==> src/rtl/alu_pkg.sv <==
// Shared opcode encoding and FSM state type for the sequential execute-stage ALU.
package alu_pkg;

    localparam int unsigned OP_W = 5;

    typedef enum logic [OP_W-1:0] {
        OP_XOR  = 5'd0,
        OP_SLL  = 5'd1,
        OP_SLL2 = 5'd2,
        OP_SRL  = 5'd3,
        OP_SUB  = 5'd4,
        OP_SRL2 = 5'd5,
        OP_SLT  = 5'd6,
        OP_ZERO = 5'd7,
        OP_SUB2 = 5'd8,
        OP_OR   = 5'd9,
        OP_NOR  = 5'd10,
        OP_ADD  = 5'd11,
        OP_MULT = 5'd12,
        OP_DIV  = 5'd13,
        OP_AND  = 5'd14,
        OP_ADD2 = 5'd15,
        OP_SRA  = 5'd16,
        OP_EQ   = 5'd17,
        OP_NE   = 5'd18,
        OP_LEZ  = 5'd19,
        OP_GTZ  = 5'd20,
        OP_GEZ  = 5'd21,
        OP_LUI  = 5'd22
    } alu_op_e;

    typedef enum logic [1:0] {
        S_IDLE,
        S_MUL,
        S_DIV,
        S_DONE
    } seq_alu_state_e;

endpackage

==> src/rtl/seq_alu_if.sv <==
// Issue/result handshake bundle between the EX-stage pipeline and seq_alu.
interface seq_alu_if #(parameter int unsigned WIDTH = 32);
    import alu_pkg::*;

    logic             in_valid;
    logic             in_ready;
    logic [OP_W-1:0]  alu_control;
    logic [WIDTH-1:0] reg1_data;
    logic [WIDTH-1:0] reg2_data;
    logic             out_valid;
    logic             out_ready;
    logic [WIDTH-1:0] result;
    logic [WIDTH-1:0] result_hi;
    logic             z_flag;
    logic             div_zero;

    modport master (
        output in_valid, alu_control, reg1_data, reg2_data, out_ready,
        input  in_ready, out_valid, result, result_hi, z_flag, div_zero
    );

    modport slave (
        input  in_valid, alu_control, reg1_data, reg2_data, out_ready,
        output in_ready, out_valid, result, result_hi, z_flag, div_zero
    );

endinterface

==> src/rtl/seq_muldiv_core.sv <==
// Iterative signed multiply / restoring divide on operand magnitudes, one bit per cycle.
module seq_muldiv_core #(
    parameter int unsigned WIDTH = 32
) (
    input  logic             clk,
    input  logic             rst_n,
    input  logic             start_i,
    input  logic             op_i,
    input  logic [WIDTH-1:0] a_i,
    input  logic [WIDTH-1:0] b_i,
    output logic             done_o,
    output logic [WIDTH-1:0] hi_o,
    output logic [WIDTH-1:0] lo_o,
    output logic             dz_o
);

    localparam int unsigned CW = $clog2(WIDTH);

    logic                 busy_q, op_q, dz_q, neg_q, sa_q;
    logic [CW-1:0]        cnt_q;
    logic [WIDTH-1:0]     hi_q, lo_q, b_q;
    logic [WIDTH-1:0]     a_mag, b_mag;
    logic [WIDTH:0]       add_s, rem_sh, diff;
    logic [2*WIDTH-1:0]   prod_s;
    logic [WIDTH-1:0]     hi_d, lo_d;

    // Magnitude of the most negative value is 2^(WIDTH-1), which still fits unsigned.
    assign a_mag = a_i[WIDTH-1] ? -a_i : a_i;
    assign b_mag = b_i[WIDTH-1] ? -b_i : b_i;

    assign add_s  = {1'b0, hi_q} + (lo_q[0] ? {1'b0, b_q} : '0);
    assign rem_sh = {hi_q, lo_q[WIDTH-1]};
    assign diff   = rem_sh - {1'b0, b_q};

    always_comb begin
        if (op_q) begin
            hi_d = diff[WIDTH] ? rem_sh[WIDTH-1:0] : diff[WIDTH-1:0];
            lo_d = {lo_q[WIDTH-2:0], ~diff[WIDTH]};
        end else begin
            hi_d = add_s[WIDTH:1];
            lo_d = {add_s[0], lo_q[WIDTH-1:1]};
        end
    end

    always_ff @(posedge clk or negedge rst_n) begin
        if (!rst_n) begin
            busy_q <= 1'b0;
            op_q   <= 1'b0;
            dz_q   <= 1'b0;
            neg_q  <= 1'b0;
            sa_q   <= 1'b0;
            cnt_q  <= '0;
            hi_q   <= '0;
            lo_q   <= '0;
            b_q    <= '0;
        end else if (start_i) begin
            busy_q <= 1'b1;
            op_q   <= op_i;
            dz_q   <= op_i && (b_i == '0);
            neg_q  <= a_i[WIDTH-1] ^ b_i[WIDTH-1];
            sa_q   <= a_i[WIDTH-1];
            cnt_q  <= '0;
            hi_q   <= (op_i && (b_i == '0)) ? a_i : '0;
            lo_q   <= a_mag;
            b_q    <= b_mag;
        end else if (busy_q) begin
            if (dz_q) begin
                busy_q <= 1'b0;
            end else begin
                hi_q  <= hi_d;
                lo_q  <= lo_d;
                cnt_q <= cnt_q + 1'b1;
                if (cnt_q == CW'(WIDTH - 1))
                    busy_q <= 1'b0;
            end
        end
    end

    assign done_o = busy_q && (dz_q || (cnt_q == CW'(WIDTH - 1)));
    assign prod_s = neg_q ? -{hi_q, lo_q} : {hi_q, lo_q};
    assign dz_o   = dz_q;

    always_comb begin
        if (dz_q) begin
            lo_o = '1;
            hi_o = hi_q;
        end else if (op_q) begin
            lo_o = neg_q ? -lo_q : lo_q;
            hi_o = sa_q ? -hi_q : hi_q;
        end else begin
            lo_o = prod_s[WIDTH-1:0];
            hi_o = prod_s[2*WIDTH-1:WIDTH];
        end
    end

endmodule

==> src/rtl/seq_alu.sv <==
// Handshaked EX-stage ALU: single-cycle ops registered at accept, MULT/DIV via the iterative core.
module seq_alu
    import alu_pkg::*;
#(
    parameter int unsigned WIDTH = 32
) (
    input  logic      clk,
    input  logic      rst_n,
    seq_alu_if.slave  bus
);

    localparam int unsigned SHW = $clog2(WIDTH);

    seq_alu_state_e   state_q;
    logic             out_valid_q, z_q, dz_q;
    logic [WIDTH-1:0] result_q, hi_q, alu_res, core_hi, core_lo;
    logic [SHW-1:0]   shamt;
    logic             accept, is_mul, is_div, core_done, core_dz;

    assign bus.in_ready = rst_n && (state_q == S_IDLE) && (!out_valid_q || bus.out_ready);
    assign accept       = bus.in_valid && bus.in_ready;
    assign is_mul       = bus.alu_control == OP_MULT;
    assign is_div       = bus.alu_control == OP_DIV;
    assign shamt        = bus.reg1_data[SHW-1:0];

    always_comb begin
        alu_res = '0;
        case (bus.alu_control)
            OP_XOR:           alu_res = bus.reg1_data ^ bus.reg2_data;
            OP_SLL, OP_SLL2:  alu_res = bus.reg2_data << shamt;
            OP_SRL, OP_SRL2:  alu_res = bus.reg2_data >> shamt;
            OP_SUB, OP_SUB2:  alu_res = bus.reg1_data - bus.reg2_data;
            OP_SLT:           alu_res = {{(WIDTH-1){1'b0}}, $signed(bus.reg1_data) < $signed(bus.reg2_data)};
            OP_OR:            alu_res = bus.reg1_data | bus.reg2_data;
            OP_NOR:           alu_res = ~(bus.reg1_data | bus.reg2_data);
            OP_ADD, OP_ADD2:  alu_res = bus.reg1_data + bus.reg2_data;
            OP_AND:           alu_res = bus.reg1_data & bus.reg2_data;
            OP_SRA:           alu_res = $signed(bus.reg2_data) >>> shamt;
            OP_EQ:            alu_res = {{(WIDTH-1){1'b0}}, bus.reg1_data == bus.reg2_data};
            OP_NE:            alu_res = {{(WIDTH-1){1'b0}}, bus.reg1_data != bus.reg2_data};
            OP_LEZ:           alu_res = {{(WIDTH-1){1'b0}}, $signed(bus.reg1_data) <= 0};
            OP_GTZ:           alu_res = {{(WIDTH-1){1'b0}}, $signed(bus.reg1_data) > 0};
            OP_GEZ:           alu_res = {{(WIDTH-1){1'b0}}, $signed(bus.reg1_data) >= 0};
            OP_LUI:           alu_res = bus.reg2_data << (WIDTH / 2);
            default:          alu_res = '0;
        endcase
    end

    seq_muldiv_core #(.WIDTH(WIDTH)) u_core (
        .clk     (clk),
        .rst_n   (rst_n),
        .start_i (accept && (is_mul || is_div)),
        .op_i    (is_div),
        .a_i     (bus.reg1_data),
        .b_i     (bus.reg2_data),
        .done_o  (core_done),
        .hi_o    (core_hi),
        .lo_o    (core_lo),
        .dz_o    (core_dz)
    );

    always_ff @(posedge clk or negedge rst_n) begin
        if (!rst_n) begin
            state_q     <= S_IDLE;
            out_valid_q <= 1'b0;
            result_q    <= '0;
            hi_q        <= '0;
            z_q         <= 1'b1;
            dz_q        <= 1'b0;
        end else begin
            // A consumed result drops valid unless a new one lands on this same edge.
            if (out_valid_q && bus.out_ready)
                out_valid_q <= 1'b0;
            case (state_q)
                S_IDLE: begin
                    if (accept) begin
                        if (is_mul) begin
                            state_q <= S_MUL;
                        end else if (is_div) begin
                            state_q <= S_DIV;
                        end else begin
                            result_q    <= alu_res;
                            hi_q        <= '0;
                            z_q         <= (alu_res == '0);
                            dz_q        <= 1'b0;
                            out_valid_q <= 1'b1;
                        end
                    end
                end
                S_MUL, S_DIV: begin
                    if (core_done)
                        state_q <= S_DONE;
                end
                S_DONE: begin
                    result_q    <= core_lo;
                    hi_q        <= core_hi;
                    z_q         <= (core_lo == '0);
                    dz_q        <= core_dz;
                    out_valid_q <= 1'b1;
                    state_q     <= S_IDLE;
                end
                default: state_q <= S_IDLE;
            endcase
        end
    end

    assign bus.out_valid = out_valid_q;
    assign bus.result    = result_q;
    assign bus.result_hi = hi_q;
    assign bus.z_flag    = z_q;
    assign bus.div_zero  = dz_q;

endmodule

==> src/flat_wrapper.sv <==
// flat-port wrapper written by rule: the top's interface ports become plain ports
module seq_alu_flat import alu_pkg::*;
#(
    parameter int unsigned WIDTH = 32
)
  (clk, rst_n, bus_in_valid, bus_alu_control, bus_reg1_data, bus_reg2_data, bus_out_ready, bus_in_ready, bus_out_valid, bus_result, bus_result_hi, bus_z_flag, bus_div_zero);
  seq_alu_if #(.WIDTH(WIDTH)) bus_i ();
  input  logic clk;
  input  logic rst_n;
  input wire logic [$bits(bus_i.in_valid)-1:0] bus_in_valid;
  input wire logic [$bits(bus_i.alu_control)-1:0] bus_alu_control;
  input wire logic [$bits(bus_i.reg1_data)-1:0] bus_reg1_data;
  input wire logic [$bits(bus_i.reg2_data)-1:0] bus_reg2_data;
  input wire logic [$bits(bus_i.out_ready)-1:0] bus_out_ready;
  output wire logic [$bits(bus_i.in_ready)-1:0] bus_in_ready;
  output wire logic [$bits(bus_i.out_valid)-1:0] bus_out_valid;
  output wire logic [$bits(bus_i.result)-1:0] bus_result;
  output wire logic [$bits(bus_i.result_hi)-1:0] bus_result_hi;
  output wire logic [$bits(bus_i.z_flag)-1:0] bus_z_flag;
  output wire logic [$bits(bus_i.div_zero)-1:0] bus_div_zero;
  assign bus_i.in_valid = bus_in_valid;
  assign bus_i.alu_control = bus_alu_control;
  assign bus_i.reg1_data = bus_reg1_data;
  assign bus_i.reg2_data = bus_reg2_data;
  assign bus_i.out_ready = bus_out_ready;
  assign bus_in_ready = bus_i.in_ready;
  assign bus_out_valid = bus_i.out_valid;
  assign bus_result = bus_i.result;
  assign bus_result_hi = bus_i.result_hi;
  assign bus_z_flag = bus_i.z_flag;
  assign bus_div_zero = bus_i.div_zero;
  seq_alu #(.WIDTH(WIDTH)) u_core (.clk(clk), .rst_n(rst_n), .bus(bus_i));
endmodule
==> config.mk <==
export PLATFORM = sky130hd
export DESIGN_NAME = seq_alu_flat
export DESIGN_NICKNAME = d
export VERILOG_FILES = /design/src/rtl/alu_pkg.sv /design/src/rtl/seq_alu_if.sv /design/src/rtl/seq_muldiv_core.sv /design/src/rtl/seq_alu.sv /design/src/flat_wrapper.sv
export SDC_FILE = /design/constraint.sdc
export NUM_CORES = 1
export LEC_CHECK = 0
export BUFFER_PORTS_ARGS = -buffer_cell sky130_fd_sc_hd__buf_2
export CORE_UTILIZATION = 64
export CTS_CLUSTER_SIZE = 14
export DETAILED_ROUTE_END_ITERATION = 6
export PLACE_DENSITY = 0.91
export SETUP_SLACK_MARGIN = 0.05
export SYNTH_ARGS = -nofsm -noshare
export SYNTH_HDL_FRONTEND = slang
export SYNTH_HIERARCHICAL = 1
export SYNTH_SLANG_ARGS = --single-unit
==> constraint.sdc <==
create_clock -name clk -period 3.8 [get_ports clk]
set_input_delay 0.57 -clock clk [delete_from_list [all_inputs] [get_ports clk]]
set_output_delay 0.57 -clock clk [all_outputs]
set_load 0.02 [all_outputs]
==> results of run 1 <==
==> metrics by stage <==
stage / worst slack (ps) / instances
after CTS: 51.6 / 4514
after floorplan: -224 / 3474
after global placement: -594 / 4482
after detailed placement: -670 / 4482
==> cell usage after synthesis (63+ instances only) <==
| cell type | count |
|---|---|
| mux2i_1 | 147 |
| nand3_1 | 68 |
| clkbuf_1 | 155 |
| nand2_1 | 423 |
| xor2_1 | 124 |
| ha_1 | 168 |
| o21ai_0 | 283 |
| inv_1 | 156 |
| nor2_1 | 335 |
| dfrtp_1 | 174 |
| a21oi_1 | 290 |
| nor3_1 | 63 |
==> timing repair <==
action | CTS
pin swaps | 2
endpoints found under the setup margin | 1
buffers inserted | 0
gates resized for setup | 20
==> layer usage <==
metal  overflow  GRT usage
met5          2      0.463
met4         89      0.715
met3         16      0.720
met2        145      0.905
met1         24      0.786
==> cell families after synthesis <==
logic type,count (synthesis),share of synthesized area
AND/OR/NAND/NOR,1190,0.218
AO/OA/AOI/OAI,1127,0.288
buffers and inverters,399,0.0642
multiplexers,228,0.110
XOR/XNOR,183,0.0627
flip-flops,175,0.171
adder cells (fa/ha/maj),172,0.0854
==> results.toml, run 1 <==
[synthesis]
syn-instance-count = 3474
synth_edf_count = 0
netlist.area_leader.share = 0.170
avgSynthCellArea_um2 = 7.36
syn_area_um2 = 25600
synth_cell_types = 102
synth-seq-cells = 175
synth_nets = 3719
yosysTopAreaCell = "dfrtp_1"
yosysWarnings = 6
synthArstFlopShare = 1.00
synth-main-ff-cell = "dfrtp_1"
yosysSeqAreaShare = 0.171
ys_top_cells_by_area = "dfrtp_1 (17%), ha_1 (8.2%), nand2_1 (6.2%)"

[placement]
postPlaceCellArea_um2 = 30600
io_buffers = 140
gp_congestion = 1.34
dp_hpwl_um = 91600

[grt]
grt_max_degree = 176
grt_util_all_layers = 0.787
grt.overflow.total = 276

[clock_network]
cts-root-buf = "clkbuf_16"
numCtsBuffers = 17
cts.sinks = 175
cts_hold_buf = 0
ctsHtreeMaxLevel = 4
max-clock-path-buffers = 2

[die]
fp.dieH_um = 202
ios = 141
rows = 72
dieWidth_um = 202
initial_core_util = 0.655

[outcome]
error_line = "[ERROR GRT-0232] Routing congestion too high. Check the congestion heatmap in the GUI."
stop_stage = "global routing"
outcome = "did not finish"

[timing]
endpoint_type = "register data pin"
postGrtWorstEndpoint = "u_core/bus.z_flag$_DFFE_PN1P_/D"
==> run 2: changes to the inputs <==
--- a/config.mk
+++ b/config.mk
@@ -6,11 +6,9 @@
 export NUM_CORES = 1
 export LEC_CHECK = 0
 export BUFFER_PORTS_ARGS = -buffer_cell sky130_fd_sc_hd__buf_2
-export CORE_UTILIZATION = 64
-export CTS_CLUSTER_SIZE = 14
+export CORE_UTILIZATION = 40
 export DETAILED_ROUTE_END_ITERATION = 6
-export PLACE_DENSITY = 0.91
-export SETUP_SLACK_MARGIN = 0.05
+export PLACE_DENSITY_LB_ADDON = 0.15
 export SYNTH_ARGS = -nofsm -noshare
 export SYNTH_HDL_FRONTEND = slang
 export SYNTH_HIERARCHICAL = 1
==> run 2 against run 1 <==
Compared with the run above:
- the flow now finishes, with violations (negative setup slack)
- synthesized cell count is the same
- synthesized area unchanged
==> results.toml, run 2 <==
[route]
drc_errors = 0
firstDrtPassIters = 7
drt.antenna.violating_nets = 0
avgRoutedWirePerCell_um = 27.0
detail_route.iter0.violations = 4208
wl_um = 138000
via_per_inst = 6.21
num_vias = 31705

[clock_network]
clk_pin_slew_ps = 90
cts_hold_buf = 0
cts.sinks = 175
max-clock-path-buffers = 2
cts-root-buf = "clkbuf_16"
ctsHtreeMaxLevel = 4
clkLatencyLatePin_ps = 510
numCtsBuffers = 17
cts_tree = "done"

[cells_and_area]
drive_above_1_share = 0.286
final_cell_mix = "buf_4 (830), nand2_1 (422), nor2_1 (334), a21oi_1 (287), o21ai_0 (277)"
layout_commonest_cell = "buf_4"
area_delta_synth_final_pct = 32.9
fin_nets = 4488
utilization = 0.538

[setup_path]
worstReg2RegEnd = "u_core/u_core/hi_q[30]$_DFFE_PN0P_"
critPathRequiredTime_ps = 4210
crit_path_end_kind = "flop"
rr_worst_depth = 15
regToRegSetupSlack_ps = 160
start_kind = "input port"
timing.rr.start = "u_core/u_core/lo_q[0]$_DFFE_PN0P_"
crit_fanout = 5
cp_data_arrival_time_ps = 4230
criticalPathCategory = "input port to flop"

[timing]
rsz0062_at_grt = "true"
finClkSkew_ps = 25.1
finalSetupViolCount = 1
maxSlewViolCount = 0
max_freq_mhz = 262
worst_slew_pin_slew_ps = 1300
setup_slack_ps = -19.7
hold_ws_ps = 135
finalHoldViolCount = 0
maxSlewHeadroom = 0.129
period_share = 1.01
period_needed_ps = 3820

[die]
ios = 141
dieWidth_um = 255
fp.dieH_um = 255
initial_core_util = 0.405
dieArea_um2 = 64900
coreArea_um2 = 63100
rows = 92

[synthesis]
synthTopCellsByCount = "nand2_1 (423), nor2_1 (335), a21oi_1 (290), o21ai_0 (283), dfrtp_1 (174)"
synthArstFlopShare = 1.00
yosysWarnings = 6
avgSynthCellArea_um2 = 7.36
synth_cell_types = 102
synth_nets = 3719
synth_edf_count = 0
yosysSeqAreaShare = 0.171
synth-seq-cells = 175
ys_top_cells_by_area = "dfrtp_1 (17%), ha_1 (8.2%), nand2_1 (6.2%)"
syn_area_um2 = 25600
netlist.area_leader.share = 0.170
yosysTopAreaCell = "dfrtp_1"
synth.most_common_cell = "nand2_1"
syn-instance-count = 3474
synth-main-ff-cell = "dfrtp_1"

[grt]
grt_max_degree = 121
grt_pass1_vias = 29015
grt_pass1_wl_um = 197000
grt.overflow.total = 0
grt_util_all_layers = 0.416
antenna_found_initial = 5

[outcome]
outcome = "finished, violations left"
failed_checks = "negative setup slack"

[power]
ir_drop_mv = 0.383
p_leak_uw = 0.0157
power_density_nw_per_um2 = 573

[placement]
io_buffers = 140
gp_congestion = 1.09
dp_hpwl_um = 113000

[flow_run]
cap_violations = 0

[worst_hold_path]
min_path_type = "input port to asynchronous set/reset pin"
-- run 2: cell counts after synthesis --
Identical to the previous run, type by type.
-- run 2: through the flow --
step	setup TNS, ps	area, um^2	power [uW]	cells	worst slack, ps
3_3_place_gp	-2990	32900	16800	5062	-591
6_report	-19.7	34000	19400	5103	-19.7
2_1_floorplan	-224	25700	11400	3474	-224
3_5_place_dp	-3770	32900	16800	5062	-720
4_1_cts	0	33600	18900	5095	4.83
5_1_grt	-51.6	33900	20600	5102	-51.6
-- run 2: kinds of logic after synthesis --
| logic type | after synthesis | synth area share |
|---|---|---|
| XOR/XNOR | 183 | 0.0627 |
| AO/OA/AOI/OAI | 1127 | 0.288 |
| flip-flops | 175 | 0.171 |
| AND/OR/NAND/NOR | 1190 | 0.218 |
| adder cells (fa/ha/maj) | 172 | 0.0854 |
| multiplexers | 228 | 0.110 |
| buffers and inverters | 399 | 0.0642 |
-- run 2: worst max path at each step --
stage,to,slack (ps),startpoint
finish,u_core/bus.z_flag$_DFFE_PN1P_,-20,bus_reg1_data[4]
global route,u_core/bus.z_flag$_DFFE_PN1P_,-50,bus_reg1_data[0]
CTS,u_core/bus.z_flag$_DFFE_PN1P_,5,bus_reg1_data[2]
detailed placement,u_core/bus.z_flag$_DFFE_PN1P_,-720,bus_reg1_data[4]
global placement,u_core/bus.z_flag$_DFFE_PN1P_,-590,bus_reg1_data[4]
floorplan,u_core/bus.z_flag$_DFFE_PN1P_,-220,bus_reg1_data[1]
-- run 2: final cells by class --
class                           count  area [um^2]
Antenna cell                        1         2.50
Clock buffer                       18          439
Clock inverter                     14          191
Fill cell                        6406        29100
Inverter                          160          623
Multi-Input combinational cell   2901        19900
Sequential cell                   175         4380
Tap cell                          846         1060
Timing Repair Buffer              988         7310
-- run 2: worst max-delay path: stages --
cell and delay (ps):
buf_2 120, inv_1 90, ha_4 290, o211ai_1 140
o211ai_1 460, nand2_1 140, a22o_1 250, o21ai_0 180
buf_4 170, o211ai_1 270, nor4_2 300, buf_4 160
o2111ai_1 110, or4_1 420, nor3_1 170, nand4bb_1 140
o31ai_2 220
-- run 2: what timing repair did --
item                       CTS  global route
resized for setup            6            66
buffers inserted             1             4
pin swaps                    2            19
cloned                       0             3
setup endpoints to repair    2            26
-- run 2: power by group --
part / switching [uW] / leakage (uW) / internal, uW
clock network: 937 / 0.000307 / 1030
logic: 8560 / 0.0132 / 5680
registers: 662 / 0.00224 / 2580
total: 10200 / 0.0157 / 9290
-- run 2: per-layer routing --
metal | part of all wire | global-route usage | vias to the layer above
li1 | - | - | 14335
met1 | 0.43 | 0.592 | 15133
met2 | 0.40 | 0.587 | 1900
met3 | 0.12 | 0.109 | 331
met4 | 0.047 | 0.172 | 6
met5 | 0.00029 | 0 | -
(Power assumes the default switching activity.)
